<file path="config.mk">
export PLATFORM = sky130hd
export DESIGN_NAME = count_game_ctrl_flat
export DESIGN_NICKNAME = d
export VERILOG_FILES = /design/src/rtl/count_game_ctrl_if.sv /design/src/rtl/count_game_ctrl.sv /design/src/flat_wrapper.sv
export SDC_FILE = /design/constraint.sdc
export NUM_CORES = 1
export LEC_CHECK = 0
export BUFFER_PORTS_ARGS = -buffer_cell sky130_fd_sc_hd__buf_2
export CAP_MARGIN = 0
export CORE_UTILIZATION = 63
export CTS_CLUSTER_SIZE = 25
export DETAILED_ROUTE_END_ITERATION = 8
export HOLD_SLACK_MARGIN = 0.1
export PLACE_DENSITY = 0.91
export SLEW_MARGIN = 5
export SYNTH_ARGS = -nofsm -noshare
export SYNTH_HDL_FRONTEND = slang
export SYNTH_SLANG_ARGS = --single-unit
</file>
<file path="constraint.sdc">
create_clock -name clk -period 5.8 [get_ports clk]
set_clock_uncertainty 0.2 [all_clocks]
set_input_delay 0.58 -clock clk [delete_from_list [all_inputs] [get_ports clk]]
set_output_delay 0.58 -clock clk [all_outputs]
set_load 0.05 [all_outputs]
</file>
<file path="src/rtl/count_game_ctrl_if.sv">
// Front-end and display bus of the switch-counting game controller.
// When COUNT_GAME_LIVES_EN is defined, the bus also carries the lives_left output.
interface count_game_ctrl_if #(
    parameter int SW_W = 7
);
    logic            en;
    logic            start_p;
    logic            sure_p;
    logic [SW_W-1:0] sw;
    logic [2:0]      state;
    logic [2:0]      round;
    logic [SW_W-1:0] target;
    logic [7:0]      time_left;
    logic [7:0]      err_cnt;
    logic            beep;
`ifdef COUNT_GAME_LIVES_EN
    logic [3:0]      lives_left;
`endif

    modport master (
        output en, start_p, sure_p, sw,
        input  state, round, target, time_left, err_cnt, beep
`ifdef COUNT_GAME_LIVES_EN
        , input lives_left
`endif
    );

    modport slave (
        input  en, start_p, sure_p, sw,
        output state, round, target, time_left, err_cnt, beep
`ifdef COUNT_GAME_LIVES_EN
        , output lives_left
`endif
    );
endinterface

</file>
<file path="src/rtl/count_game_ctrl.sv">
// Round-based controller for the switch-counting game, with a countdown timer, a buzzer and an LFSR target.
// Defining COUNT_GAME_LIVES_EN adds a LIVES parameter: wrong confirms then use up lives and can end the game.
module count_game_ctrl #(
    parameter int SW_W       = 7,
    parameter int ROUNDS     = 3,
    parameter int TICK_DIV   = 1000000,
    parameter int TIME_LIMIT = 30,
    parameter int BEEP_CYC   = 200000
`ifdef COUNT_GAME_LIVES_EN
    , parameter int LIVES    = 3
`endif
) (
    input logic              clk,
    input logic              rst,
    count_game_ctrl_if.slave bus
);
    localparam logic [2:0] ST_IDLE  = 3'd0;
    localparam logic [2:0] ST_GREET = 3'd1;
    localparam logic [2:0] ST_PLAY  = 3'd2;
    localparam logic [2:0] ST_WIN   = 3'd3;
    localparam logic [2:0] ST_LOSE  = 3'd4;

    localparam int PRESC_W = (TICK_DIV > 1) ? $clog2(TICK_DIV) : 1;
    localparam int BEEP_W  = $clog2(BEEP_CYC + 1);

    logic [2:0]         state_q;
    logic [2:0]         round_q;
    logic [SW_W-1:0]    target_q;
    logic [7:0]         time_q;
    logic [7:0]         err_q;
    logic [BEEP_W-1:0]  beep_cnt;
    logic [PRESC_W-1:0] presc;
    logic [15:0]        lfsr;
    logic               lfsr_fb;
    logic               tick;
    logic               correct;
    logic [SW_W-1:0]    lfsr_pick;
    logic [SW_W-1:0]    next_target;
`ifdef COUNT_GAME_LIVES_EN
    logic [3:0]         lives_q;
`endif

    assign lfsr_fb     = lfsr[15] ^ lfsr[13] ^ lfsr[12] ^ lfsr[10];
    assign lfsr_pick   = lfsr[SW_W-1:0];
    // A zero target would be trivially answered with all switches off.
    assign next_target = (lfsr_pick == '0) ? SW_W'(1) : lfsr_pick;
    assign tick        = (state_q == ST_PLAY) && (presc == PRESC_W'(TICK_DIV - 1));
    assign correct     = (bus.sw == target_q);

    always_ff @(posedge clk or negedge rst) begin
        if (!rst) begin
            state_q  <= ST_IDLE;
            round_q  <= '0;
            target_q <= '0;
            time_q   <= '0;
            err_q    <= '0;
            beep_cnt <= '0;
            presc    <= '0;
            lfsr     <= 16'hACE1;
`ifdef COUNT_GAME_LIVES_EN
            lives_q  <= '0;
`endif
        end else begin
            lfsr <= {lfsr[14:0], lfsr_fb};
            if (beep_cnt != '0)
                beep_cnt <= beep_cnt - BEEP_W'(1);
            if (state_q == ST_PLAY)
                presc <= tick ? '0 : presc + PRESC_W'(1);

            if (!bus.en) begin
                state_q  <= ST_IDLE;
                round_q  <= '0;
                target_q <= '0;
                time_q   <= '0;
                err_q    <= '0;
                beep_cnt <= '0;
`ifdef COUNT_GAME_LIVES_EN
                lives_q  <= '0;
`endif
            end else begin
                case (state_q)
                    ST_IDLE: state_q <= ST_GREET;
                    ST_GREET, ST_WIN, ST_LOSE: begin
                        if (bus.start_p) begin
                            state_q  <= ST_PLAY;
                            round_q  <= '0;
                            err_q    <= '0;
                            target_q <= next_target;
                            time_q   <= 8'(TIME_LIMIT);
                            presc    <= '0;
`ifdef COUNT_GAME_LIVES_EN
                            lives_q  <= 4'(LIVES);
`endif
                        end
                    end
                    ST_PLAY: begin
                        // A correct confirm beats a same-cycle tick; a wrong one lets the tick through.
                        if (bus.sure_p && correct) begin
                            if (round_q == 3'(ROUNDS - 1)) begin
                                state_q  <= ST_WIN;
                                beep_cnt <= BEEP_W'(BEEP_CYC);
                            end else begin
                                round_q  <= round_q + 3'd1;
                                target_q <= next_target;
                                time_q   <= 8'(TIME_LIMIT);
                                presc    <= '0;
                            end
                        end else begin
                            if (bus.sure_p) begin
                                if (err_q != 8'hFF)
                                    err_q <= err_q + 8'd1;
                                beep_cnt <= BEEP_W'(BEEP_CYC);
`ifdef COUNT_GAME_LIVES_EN
                                if (lives_q != '0)
                                    lives_q <= lives_q - 4'd1;
                                if (lives_q <= 4'd1)
                                    state_q <= ST_LOSE;
`endif
                            end
                            if (tick) begin
                                time_q <= time_q - 8'd1;
                                if (time_q == 8'd1)
                                    state_q <= ST_LOSE;
                            end
                        end
                    end
                    default: state_q <= ST_IDLE;
                endcase
            end
        end
    end

    assign bus.state      = state_q;
    assign bus.round      = round_q;
    assign bus.target     = target_q;
    assign bus.time_left  = time_q;
    assign bus.err_cnt    = err_q;
    assign bus.beep       = (beep_cnt != '0);
`ifdef COUNT_GAME_LIVES_EN
    assign bus.lives_left = lives_q;
`endif
endmodule

</file>
<file path="src/flat_wrapper.sv">
// flat-port wrapper written by rule: the top's interface ports become plain ports
module count_game_ctrl_flat 
#(
    parameter int SW_W       = 7,
    parameter int ROUNDS     = 3,
    parameter int TICK_DIV   = 1000000,
    parameter int TIME_LIMIT = 30,
    parameter int BEEP_CYC   = 200000

)
  (clk, rst, bus_en, bus_start_p, bus_sure_p, bus_sw, bus_state, bus_round, bus_target, bus_time_left, bus_err_cnt, bus_beep);
  count_game_ctrl_if #(.SW_W(SW_W)) bus_i ();
  input logic clk;
  input logic rst;
  input wire logic [$bits(bus_i.en)-1:0] bus_en;
  input wire logic [$bits(bus_i.start_p)-1:0] bus_start_p;
  input wire logic [$bits(bus_i.sure_p)-1:0] bus_sure_p;
  input wire logic [$bits(bus_i.sw)-1:0] bus_sw;
  output wire logic [$bits(bus_i.state)-1:0] bus_state;
  output wire logic [$bits(bus_i.round)-1:0] bus_round;
  output wire logic [$bits(bus_i.target)-1:0] bus_target;
  output wire logic [$bits(bus_i.time_left)-1:0] bus_time_left;
  output wire logic [$bits(bus_i.err_cnt)-1:0] bus_err_cnt;
  output wire logic [$bits(bus_i.beep)-1:0] bus_beep;
  assign bus_i.en = bus_en;
  assign bus_i.start_p = bus_start_p;
  assign bus_i.sure_p = bus_sure_p;
  assign bus_i.sw = bus_sw;
  assign bus_state = bus_i.state;
  assign bus_round = bus_i.round;
  assign bus_target = bus_i.target;
  assign bus_time_left = bus_i.time_left;
  assign bus_err_cnt = bus_i.err_cnt;
  assign bus_beep = bus_i.beep;
  count_game_ctrl #(.SW_W(SW_W), .ROUNDS(ROUNDS), .TICK_DIV(TICK_DIV), .TIME_LIMIT(TIME_LIMIT), .BEEP_CYC(BEEP_CYC)) u_core (.clk(clk), .rst(rst), .bus(bus_i));
endmodule
</file>
## Word level (Yosys, flattened, before mapping)

Cells that the tools add are included.

| operators by class | value |
|---|---|
| $add $sub $neg | 5 |
| multiply operators | 0 |
| divide/modulo/power cells | 0 |
| magnitude comparators | 0 |
| equal/unequal tests | 20 |
| shifts and indexed selects | 0 |
| multiplexer cells | 43 |
| bitwise logic cells | 3 |
| reduce and logical (&&, ||, !) cells | 10 |

Operator list:

| operator | count |
|---|---|
| two-way mux 20 bit | 6 |
| two-way mux 18 bit | 6 |
| two-way mux 8 bit | 10 |
| one-hot mux 20 bit (2 select lines) | 1 |
| two-way mux 7 bit | 5 |
| one-hot mux 8 bit (2 select lines) | 2 |
| two-way mux 3 bit | 10 |
| adder 20 x 1 -> 20 bit, second input constant | 1 |
| == test 20 bit, second input constant | 1 |
| != test 3 bit, second input constant | 6 |
| nonzero test 18 bit | 1 |
| subtractor 18 x 1 -> 18 bit, second input constant | 1 |
| one-hot mux 7 bit (2 select lines) | 1 |
| != test 4 bit, second input constant | 3 |
| AND reduction 4 bit | 3 |
| == test 3 x 2 -> 1 bit, second input constant | 3 |
| one-hot mux 3 bit (3 select lines) | 1 |
| adder 8 x 1 -> 8 bit, second input constant | 1 |
| == test 8 x 1 -> 1 bit, second input constant | 1 |
| != test 8 bit, second input constant | 1 |
| subtractor 8 x 1 -> 8 bit, second input constant | 1 |
| == test 7 bit | 1 |
| zero test 7 bit | 1 |
| one-hot mux 3 bit (2 select lines) | 1 |
| other kinds (10) | 13 |

| storage, ports and cells | value |
|---|---|
| register bits after elaboration | 83 |
| bits in latches | 0 |
| memory bits (writable) | 0 |
| ROM bits | 0 |
| input bits | 12 |
| memories | 0 |

## Depth between registers and ports, before layout

| logic depth | value |
|---|---|
| depth in word-level cells | 8 |
| depth in mapped cells | 8 |

## Worst setup path before layout

OpenSTA, ideal clock, no wires.

| timing | value |
|---|---|
| path type | register to output |
| start | reg u_core.beep_cnt[12] |
| end | out bus_beep |
| data arrival time | 1.734 ns |
| setup slack | 3.286 ns |
| cell stages (with the launch flop) | 5 |
| cells stage by stage | dfrtp_1 > nor4_1 > nand4_1 > nor2_1 > inv_1 |

| on the way | value |
|---|---|
| cells in the longest elaborated chain, start to end | 1 |

RTL lines:

| element | line | text |
|---|---|---|
| from (decl) | count_game_ctrl.sv:31 | `logic [BEEP_W-1:0] beep_cnt;` |
| from (signal assigned) | count_game_ctrl.sv:66 | `beep_cnt <= beep_cnt - BEEP_W'(1);` |
| from (signal assigned) | count_game_ctrl.sv:101 | `beep_cnt <= BEEP_W'(BEEP_CYC);` |
| from (signal assigned) | count_game_ctrl.sv:112 | `beep_cnt <= BEEP_W'(BEEP_CYC);` |
| nonzero test 18 bit | count_game_ctrl.sv:138 | `assign bus.beep = (beep_cnt != '0);` |
| to (decl) | flat_wrapper.sv:24 | `output wire logic [$bits(bus_i.beep)-1:0] bus_beep;` |

Every way passes these cells.

## Worst setup path in the final report

| timing | value |
|---|---|
| start | reg u_core.beep_cnt[0] |
| end | out bus_beep |

The elaborated chain is that of the path after synthesis.

==> results.cfg <==
[critical_path]
r2r_start = u_core.bus.state[2]
reg2regPathDepth = 5
regToRegSetupSlack_ns = 3.07
crit_start = u_core.beep_cnt[0]
worstReg2RegEnd = u_core.bus.target[4]
required_ns = 5.02
start_kind = register
worstPathArrival_ns = 2.64
critPathCaptureType = output pin
path_max_fanout = 4
path_class = register to output pin

[yosys]
ys_types = 64
synth_top_area_cell = dfrtp_1
yosysTopAreaCellShare = 0.426
avgSynthCellArea_um2 = 9.98
synthTopCellsByArea = dfrtp_1, xor2_1, dfstp_2
muxShareOfSynthArea = 0.0165
synth_fa_ha_area_frac = 0.0227
yosysMostFrequentCell = dfrtp_1
syn_inst = 441
syn-cell-area_um2 = 4400
synth_top_family_by_area = simple AND/OR/NAND/NOR gates
synth_xor_xnor_area_share = 0.0756
ys.flop_type = dfrtp_1
synth_edf_count = 0
yosys_warnings = 0
ys_seq_area_frac = 0.474
synthTopCellsByCount = dfrtp_1, nor2_1, nand2_1
yosys.area_share.simple = 0.228
synth-compound-area-share = 0.158
synth-seq-cells = 83
synth_fp_nets = 461
async_flop_share = 1.00

[sta]
setup_ws_ns = 2.38
slew_headroom = 0.324
tns_ns = 0
finalHoldViolCount = 0
hold-worst-slack_ns = 0.162
worst_slew_pin_slew_ns = 1.01
post-route-min-period_ns = 3.42
setup_viol = 0
timing.fmax_ghz = 0.292
rsz0062_at_grt = false
finalCritPeriodShare = 0.590
maxSlewViolCount = 0

[floorplan]
num_rows = 30
dieArea_um2 = 7330
ios = 42
die_w_um = 85.6
start_util = 0.652
core_area_um2 = 6760
fp.dieH_um = 85.6

[global_routing]
grt_antenna_before_repair = 0
first_global_vias = 3463
grt_pass1_wl_um = 16300
grtUsageTotal = 0.283
grt_overflow = 0
grt_max_degree = 84

[cts]
cts.sinks = 83
clock_path_buffers = 2
cts_tree = yes
cts-root-buf = clkbuf_8
clk_latency_ns = 0.37
postCtsSetupBuffers = 0
cts.clk_slew.worst_paths_ns = 0.10
postCtsHoldBufs = 0
cts-resized-gates = 0
numCtsBuffers = 9
htreeDepth = 3

[placed_design]
gp_congestion = 0.884
pre_cts_ws_ns = 2.87
placed_area_um2 = 4650
hpwl_um = 6640
port-buffer-count = 41

[flow_run]
maxCapViolations = 0

[status]
status = finished clean

[final_layout]
postLayoutCellArea_um2 = 4850
area_growth_pct = 10.3
drive_gt1_frac = 0.178
diodes = 0
finish.net_count = 498

[power_and_ir_drop]
peakVddDrop_uv = 216
p_int_mw = 1.09
p_leak_nw = 2.21
p_switching_uw = 836
swShare = 0.435
p_total_mw = 1.92
p_per_area_nw_per_um2 = 396
p_comb_frac = 0.388
pwr-share-clk = 0.217
sequentialPowerShare = 0.395

[routing]
totalWireLength_um = 9870
ant_nets = 0
num_vias = 3678
first_iter_violations = 249
wl_per_cell_um = 17.5
dr.pass1.iters = 5
post-route-drc-count = 0
vias_per_cell = 6.53

[hold_path]
min_path_type = primary input to asynchronous set/reset pin
-- layout make-up --
| type | instances | area (um2) |
|---|---|---|
| repair buffers | 42 | 215 |
| clock inverters | 7 | 78.8 |
| fillers | 456 | 1900 |
| clock buffers | 9 | 124 |
| multi-input cells | 330 | 2200 |
| well taps | 80 | 100 |
| inverters | 12 | 45.0 |
| flip-flops and latches | 83 | 2090 |
-- metal layers --
layer  GRT usage  routed length [um]  share of wire
met5           0                   0              0
met4       0.144                 258          0.026
met3      0.0404                 581          0.059
met2       0.448                4770           0.48
met1       0.384                4260           0.43
-- power by group through the flow --
stage / Clock (mW) / Sequential (mW) / Combinational, mW
after CTS: 0.421 / 0.755 / 0.736
final: 0.417 / 0.760 / 0.746
after global placement: 0 / 0.758 / 0.694
after global routing: 0.439 / 0.773 / 0.806
after floorplan: 0 / 0.822 / 0.497
after detailed placement: 0 / 0.763 / 0.727
-- placed cells by master, fill, tap and decap left out, types with 3 or more instances in the layout --
| master | instances |
|---|---|
| o21bai_1 | 3 |
| nor4_1 | 4 |
| dfstp_2 | 8 |
| xor2_1 | 25 |
| or3_1 | 6 |
| and4_1 | 3 |
| a21o_1 | 3 |
| nand2_1 | 37 |
| nor3b_1 | 3 |
| o2111ai_1 | 3 |
| nand3_1 | 15 |
| o31ai_1 | 3 |
| a2bb2oi_1 | 3 |
| o21ai_0 | 31 |
| a21oi_1 | 21 |
| dfrtp_1 | 75 |
| nand4_1 | 10 |
| ha_1 | 8 |
| or4_1 | 4 |
| and3_1 | 6 |
| inv_1 | 12 |
| clkbuf_8 | 9 |
| a31oi_1 | 5 |
| nor2_1 | 44 |
| inv_6 | 3 |
| buf_2 | 40 |
| nand4b_1 | 6 |
| mux2i_1 | 5 |
| o31a_1 | 3 |
| nor3_1 | 8 |
| a211oi_1 | 10 |
| xnor2_1 | 13 |
| nand3b_1 | 3 |
| nand2b_1 | 4 |
-- cell families after synthesis --
family / after synthesis
compound gates: 101
flops: 83
xor+xnor: 38
mux: 7
simple gates: 176
buf+inv: 28
fa+ha+maj: 8
-- worst max-delay path, stage by stage, from the launching register on --
cell and delay [ns]:
dfrtp_1 0.42, inv_1 0.13, ha_1 0.23, nor4b_1 0.47, nand4_1 0.31, nor2_1 0.34, inv_1 0.14, buf_2 0.23
-- how the worst max path moves through the flow --
stage	end	slack, ns
floorplan	bus_beep	3.29
global placement	u_core.bus.target[5]	2.95
detailed placement	u_core.bus.target[3]	2.87
CTS	bus_beep	2.51
global route	bus_beep	2.28
finish	bus_beep	2.38
-- stage by stage --
stage                util  instances
floorplan               -        441
global placement    0.689        547
detailed placement  0.689        547
CTS                 0.719        563
global route        0.719        563
finish              0.719        563
-- flip-flops by register name (all words and copies together), names as in the netlist --
signal and cells:
u_core.presc 20, u_core.beep_cnt 18, u_core.lfsr 16, u_core.bus.err_cnt 8
u_core.bus.time_left 8, u_core.bus.target 7, u_core.bus.round 3, u_core.bus.state 3
Power figures use the tool's default switching activity.
